File: config.mk
export PLATFORM = sky130hd
export DESIGN_NAME = alu_result_packer
export DESIGN_NICKNAME = d
export VERILOG_FILES = /design/src/rtl/alu_result_packer.sv
export SDC_FILE = /design/constraint.sdc
export NUM_CORES = 1
export LEC_CHECK = 0
export CORE_ASPECT_RATIO = 1.1
export CORE_MARGIN = 2
export CORE_UTILIZATION = 27
export DETAILED_ROUTE_END_ITERATION = 7
export SKIP_CTS_REPAIR_TIMING = 1
export SYNTH_ARGS = -nofsm -noshare
export SYNTH_HDL_FRONTEND = slang
export SYNTH_SLANG_ARGS = --single-unit
File: constraint.sdc
create_clock -name clk -period 2.6 [get_ports clk]
set_input_delay 0.26 -clock clk [delete_from_list [all_inputs] [get_ports clk]]
set_output_delay 0.26 -clock clk [all_outputs]
set_load 0.01 [all_outputs]
File: src/rtl/alu_result_packer.sv
// Packs successive W-bit ALU results (LS nibble first) into an NIBBLES*W word.
// Latency: last nibble accepted at edge n -> word_valid after edge n (1 cycle).
// Backpressure: in_ready drops only when the final nibble has nowhere to go.
module alu_result_packer #(
   parameter int W       = 4,
   parameter int NIBBLES = 4,
   parameter int CW      = $clog2(NIBBLES + 1),
   parameter int OW      = W * NIBBLES
) (
   input  logic          clk,
   input  logic          rst_n,
   input  logic          in_valid,
   output logic          in_ready,
   input  logic [W-1:0]  alu_data,
   input  logic          alu_cout,
   input  logic [2:0]    alu_sel,
   input  logic          flush,
   output logic          word_valid,
   input  logic          word_ready,
   output logic [OW-1:0] word,
   output logic [CW-1:0] word_len,
   output logic          word_carry,
   output logic          word_carry_any,
   output logic [2:0]    word_sel,
   output logic          sel_mismatch
);

   localparam logic [CW-1:0] LAST = CW'(NIBBLES - 1);

   // assembly state
   logic [OW-1:0] r_acc;
   logic [CW-1:0] r_cnt;
   logic          r_carry_any;
   logic          r_carry_last;
   logic [2:0]    r_sel0;
   logic          r_mismatch;

   // assembly state including the nibble accepted this cycle
   logic [OW-1:0] w_acc_nx;
   logic          w_carry_any_nx;
   logic          w_carry_last_nx;
   logic [2:0]    w_sel0_nx;
   logic          w_mismatch_nx;
   logic [CW-1:0] w_len;

   logic w_out_free;
   logic w_accept;
   logic w_complete;
   logic w_flush;
   logic w_xfer;
   logic w_drain;

   assign w_out_free = !word_valid || word_ready;
   assign in_ready   = !((r_cnt == LAST) && !w_out_free);
   assign w_accept   = in_valid && in_ready;
   assign w_drain    = word_valid && word_ready;
   // in_ready already guarantees the output slot is free on a completing accept
   assign w_complete = w_accept && (r_cnt == LAST);
   // a flush with nothing buffered and nothing arriving produces no word
   assign w_flush    = flush && w_out_free && ((r_cnt != '0) || w_accept);
   assign w_xfer     = w_complete || w_flush;
   assign w_len      = r_cnt + CW'(w_accept);

   // Merge the incoming nibble into the assembly state; a new word starts clean,
   // so nibbles above cnt are always zero and a flushed word is zero-padded.
   always_comb begin
      w_acc_nx        = r_acc;
      w_carry_any_nx  = r_carry_any;
      w_carry_last_nx = r_carry_last;
      w_sel0_nx       = r_sel0;
      w_mismatch_nx   = r_mismatch;
      if (w_accept) begin
         w_carry_last_nx = alu_cout;
         if (r_cnt == '0) begin
            w_acc_nx       = '0;
            w_carry_any_nx = alu_cout;
            w_sel0_nx      = alu_sel;
            w_mismatch_nx  = 1'b0;
         end else begin
            w_carry_any_nx = r_carry_any | alu_cout;
            w_mismatch_nx  = r_mismatch | (alu_sel != r_sel0);
         end
         for (int k = 0; k < NIBBLES; k++) begin
            if (r_cnt == CW'(k)) begin
               w_acc_nx[W*k +: W] = alu_data;
            end
         end
      end
   end

   // Assembly registers: advance on accept, restart after handing a word over
   always_ff @(posedge clk or negedge rst_n) begin
      if (!rst_n) begin
         r_acc        <= '0;
         r_cnt        <= '0;
         r_carry_any  <= 1'b0;
         r_carry_last <= 1'b0;
         r_sel0       <= '0;
         r_mismatch   <= 1'b0;
      end else begin
         r_acc        <= w_acc_nx;
         r_carry_any  <= w_carry_any_nx;
         r_carry_last <= w_carry_last_nx;
         r_sel0       <= w_sel0_nx;
         r_mismatch   <= w_mismatch_nx;
         if (w_xfer) begin
            r_cnt <= '0;
         end else if (w_accept) begin
            r_cnt <= r_cnt + 1'b1;
         end
      end
   end

   // Output registers: load on transfer (zero-bubble with drain), else hold
   always_ff @(posedge clk or negedge rst_n) begin
      if (!rst_n) begin
         word_valid     <= 1'b0;
         word           <= '0;
         word_len       <= '0;
         word_carry     <= 1'b0;
         word_carry_any <= 1'b0;
         word_sel       <= '0;
         sel_mismatch   <= 1'b0;
      end else if (w_xfer) begin
         word_valid     <= 1'b1;
         word           <= w_acc_nx;
         word_len       <= w_len;
         word_carry     <= w_carry_last_nx;
         word_carry_any <= w_carry_any_nx;
         word_sel       <= w_sel0_nx;
         sel_mismatch   <= w_mismatch_nx;
      end else if (w_drain) begin
         word_valid <= 1'b0;
      end
   end

endmodule

# Yosys cells after proc, flatten, opt, wreduce, memory -nomap -nowiden
# Cells that the tools add are included.
# totals
wordCells	54
ram_bits	0
regBits	51
mem_count	0
romBits	0
input_bits	13
output_inout_bits	27
latchBits	0
# classes
n_eq_ne	4
bitwise	2
div	0
add_sub_neg	2
muxes	17
mul	0
shift	0
n_lt_le_gt_ge	0
reduce_logical	16
# op_table
op	n
$mux W16	2
$mux W4	4
$mux W3	4
$mux W1	7
$eq A3 B2 Y1 const B	2
$logic_and A1 B1 Y1	6
$reduce_bool A2 Y1	2
$add A3 B1 Y3	1
$add A3 B1 Y3 const B	1
$eq A3 B1 Y1 const B	1
$logic_not A1 Y1	3
$logic_not A3 Y1	1
$logic_or A1 B1 Y1	3
$ne A3 B3 Y1	1
$reduce_bool A3 Y1	1
$or A1 B1 Y1	2

# Depth between registers and ports, before layout
# Gate-level depths: netlist of the first run.
# depth
depth_word	10
ltp_mapped	9
ltp_nobuf	8

# Worst setup path before layout of the first run
# OpenSTA, ideal clock, no wires.
# synth_path
kind	register to register
startpoint	reg r_cnt[0]
endpoint	reg word_len[2]
required_ps	2475
path_buffers	1
arrival_ps	1959
path_stages_with_launch	10
synth_period_minus_slack_ps	2084
slack_ps	516
setup_ps	125
cell_sequence	dfrtp_1 -> ha_1 -> ha_1 -> nand3b_4 -> and2_1 -> buf_6 -> ha_1 -> ha_1 -> xor2_1 -> mux2_2
# synth_between
elab_chain_len	7
elab_cells_between_ends	10
cone_classes	add/sub: 1; eq/ne: 1; reduce/logical: 8
# synth_lines
item	line_no	source
start, declared	32	logic [CW-1:0] r_cnt;
start signal, assigned	109	r_cnt <= r_cnt + 1'b1;
$eq A3 B2 Y1 *	54	assign in_ready = !((r_cnt == LAST) && !w_out_free);
$logic_and A1 B1 Y1 *	54	
$logic_not A1 Y1 *	54	
named net in_ready	13	output logic in_ready,
$logic_and A1 B1 Y1 *	55	assign w_accept = in_valid && in_ready;
parallel branches: the longest is 3 deep, another holds $add A3 B1 Y3	n/a	
end signal, assigned	127	word_len <= w_len;
end, declared	21	output logic [CW-1:0] word_len,
# Mark *: on every way through the listed nets, which the timed path passes.
# A chain may end at the register's enable or synchronous reset.

# Worst setup path in the final report of the first run
# layout_path
startpoint	reg r_cnt[0]
endpoint	reg word_len[2]
# layout_between
elab_chain_len	7
elab_cells_between_ends	10
cone_classes	add/sub: 1; eq/ne: 1; reduce/logical: 8
# layout_lines
item
parallel branches: the longest is 7 deep, another holds $add A3 B1 Y3
# Parallel ways; which one is timed is not known.

==> results by group, run 1 <==
Placed design
  – Area post-placement: 2730 sq um
  – RD Place Congestion: 0.777
  – DP HPWL: 3.20 mm
  – IO Port Bufs: 39

Detailed routing
  – DR vias: 1,332
  – DR pass1 iterations: 3
  – Detailed Route WL: 4.46 mm
  – Drt via density: 4.37
  – Detailed-route wire length per cell: 14.6 um
  – Post-route ant nets: 0
  – Drt first-iter violations: 64
  – DRC: 0

Clock tree
  – Clock buffer count from CTS: 5
  – Clk_lat worst skew: 0.30 ns
  – CTS clock-pin slew for the worst setup and hold paths: 0.09 ns
  – Maximum clock path buffer count: 2
  – CTS root buf: clkbuf_8
  – Clk sinks: 51
  – CTS tree: yes
  – H-Tree Depth: 2

Die
  – IO Pins: 40
  – Starting Density: 27.9%
  – Die height: 99.2 um
  – Total die area: 8970 sq um
  – Site Rows: 34
  – Core Region: 7960 sq um
  – Die X: 90.5 um

Worst setup path
  – Startpoint types: flip-flop
  – Worst Setup SP: r_cnt[0]
  – CP endpoint kind: flip-flop
  – Worst Path Required: 2.80 ns
  – FF-to-FF Start: r_cnt[0]
  – Crit Path Category: reg2reg
  – Flop2flop setup slack: 0.25 ns
  – Worst endpoint data arrival time: 2.55 ns
  – CP Max Fanout: 14

Power and ir drop
  – Leakage: 1.28 nW
  – PD cells: 1120 nW/um^2
  – VDD IR max: 0.362 mV

Synth
  – Synth Warn #: 0
  – Mapped Cells: 152
  – Post-synth EDFFs: 0
  – Synth top area share: 57.4%
  – Sequential cell area fraction in the yosys report: 57.4%
  – Syn_nets: 172
  – Count leader, synth: dfrtp_1
  – Synthesized area: 2220 sq um
  – Area leader, netlist: dfrtp_1
  – Synth Register Bits: 51
  – Distinct cells, synth: 32
  – Top_reg_cell synth: dfrtp_1
  – Async set-reset flop share out of synthesis: 100%
  – Largest cells by area after synthesis: dfrtp_1 (57%), mux2_2 (13%), mux2_4 (4.7%), ha_1 (3.9%), a22o_1 (3.5%)
  – Post-synth top cells: dfrtp_1 (51), mux2_2 (26), a22o_1 (9)
  – Syn avg cell area: 14.6 sq um

Layout
  – Reg area: 1280 sq um
  – Share of cells above drive strength 1: 24.9%
  – Finished Core Util: 35.8%
  – P&R area growth vs syn: 28.0%
  – # nets final: 217
  – Fillers: 775
  – Antenna cells: 0
  – Design area: 2850 sq um
  – Area of the multi-input gates: 883 sq um

Timing
  – FMAX: 425 MHz
  – Slew HR: 68.3%
  – Max-slew violations: 0
  – Fin crit share: 90.4%
  – Skew final: 0.00461 ns
  – Final setup violation count: 0
  – Final Hold Viols: 0
  – Crit path time final: 2.35 ns
  – Worst Tran Pin Value: 0.476 ns
  – Setup TNS: 0 ns
  – RSZ-0062 raised after global routing: no

Global route
  – Global-route wire length before repair: 7.45 mm
  – Vias in the first global route: 1,462
  – Largest net degree at the start of global routing: 31
  – Total grt overflow: 0
  – Number of antenna violations at the first check in global routing: 0
  – GRT Util Overall: 10.5%

Run status
  – Status: finished, final reports clean

Hold path
  – Hold crit path type: in2async

Run
  – # Max-Cap Violations: 0
## per-stage QoR
stage          cells  setup WS [ns]  power (mW)  hold WS [ns]
3_5_place_dp     297          0.282        2.70         0.279
6_report         305          0.249        3.20         0.476
2_1_floorplan    152          0.516        2.12       -0.0356
3_3_place_gp     297          0.338        2.68         0.279
5_1_grt          305         0.0911        3.41         0.514
4_1_cts          304          0.250        3.25       -0.0490
## critical path, cell delays in order, from the launching register on
cell	delay (ns)
dfrtp_1	0.44
ha_1	0.18
ha_1	0.45
nand3b_4	0.19
and2_1	0.22
ha_1	0.18
ha_1	0.19
xor2_1	0.14
mux2_2	0.26
## cell type report
type / instances / area share, %
multi-input combinational: 90 / 31.0
timing repair buffer: 45 / 15.2
tap: 108 / 4.75
clock inverter: 1 / 1.06
clock buffer: 6 / 2.55
sequential: 51 / 44.9
inverter: 4 / 0.528
## routing by layer
metal | GRT usage, % | up-vias | part of all wire [%]
li1 | - | 646 | -
met1 | 13.5 | 652 | 48
met2 | 17.1 | 28 | 46
met3 | 3.03 | 6 | 4.6
met4 | 3.20 | 0 | 1.1
met5 | 0 | - | 0
## final timing paths
| path | end | cells after the start |
|---|---|---|
| worst min-delay path | r_acc[15] | 3 |
| worst min register to register | r_acc[8] | 1 |
| worst max register to register | word_len[2] | 8 |
| min in group clk | r_acc[8] | 1 |
| worst max-delay path | word_len[2] | 8 |
| max in group asynchronous | r_cnt[2] | 3 |
## sequential cells by signal, indices dropped and copies added, names as in the netlist, 3 cells and up
register / flops
word: 16
r_cnt: 3
word_len: 3
r_sel0: 3
word_sel: 3
r_acc: 16
## placed cells by master (no fill, tap or decap), types with 2 or more instances in the layout
cell / count
ha_1: 7
clkdlybuf4s50_1: 38
a311o_1: 4
inv_1: 4
nor3b_1: 4
and4_1: 6
nor2_1: 3
mux2_2: 26
o211ai_1: 2
dfrtp_1: 51
nand2_1: 2
buf_4: 5
mux2_4: 7
clkbuf_8: 5
xor2_1: 4
a22o_1: 9
o21ai_0: 2
## kinds of logic (layout without fill, tap and decap cells)
group	Yosys count	count (layout)	share of synthesized area (%)
buf+inv	11	56	2.98
mux	34	34	18.4
fa+ha+maj	7	7	3.94
compound gates	20	20	7.38
xor+xnor	5	5	1.97
flops	51	51	57.4
simple gates	24	24	7.94
## power breakdown
group          internal (mW)  switching (mW)  total [mW]  leakage (nW)
clock                  0.282           0.252       0.535        0.0513
combinational          0.803           0.536        1.34         0.582
sequential              1.14           0.179        1.32         0.643
total                   2.23           0.967        3.20          1.28
Note: power is estimated with default switching activity, not from simulation.
==> run 2, diff against run 1 <==
Settings changed: CAP_MARGIN set to 15.
==> results of run 2 <==
No change in the layout: final DEF, timing and power equal those of run 1.
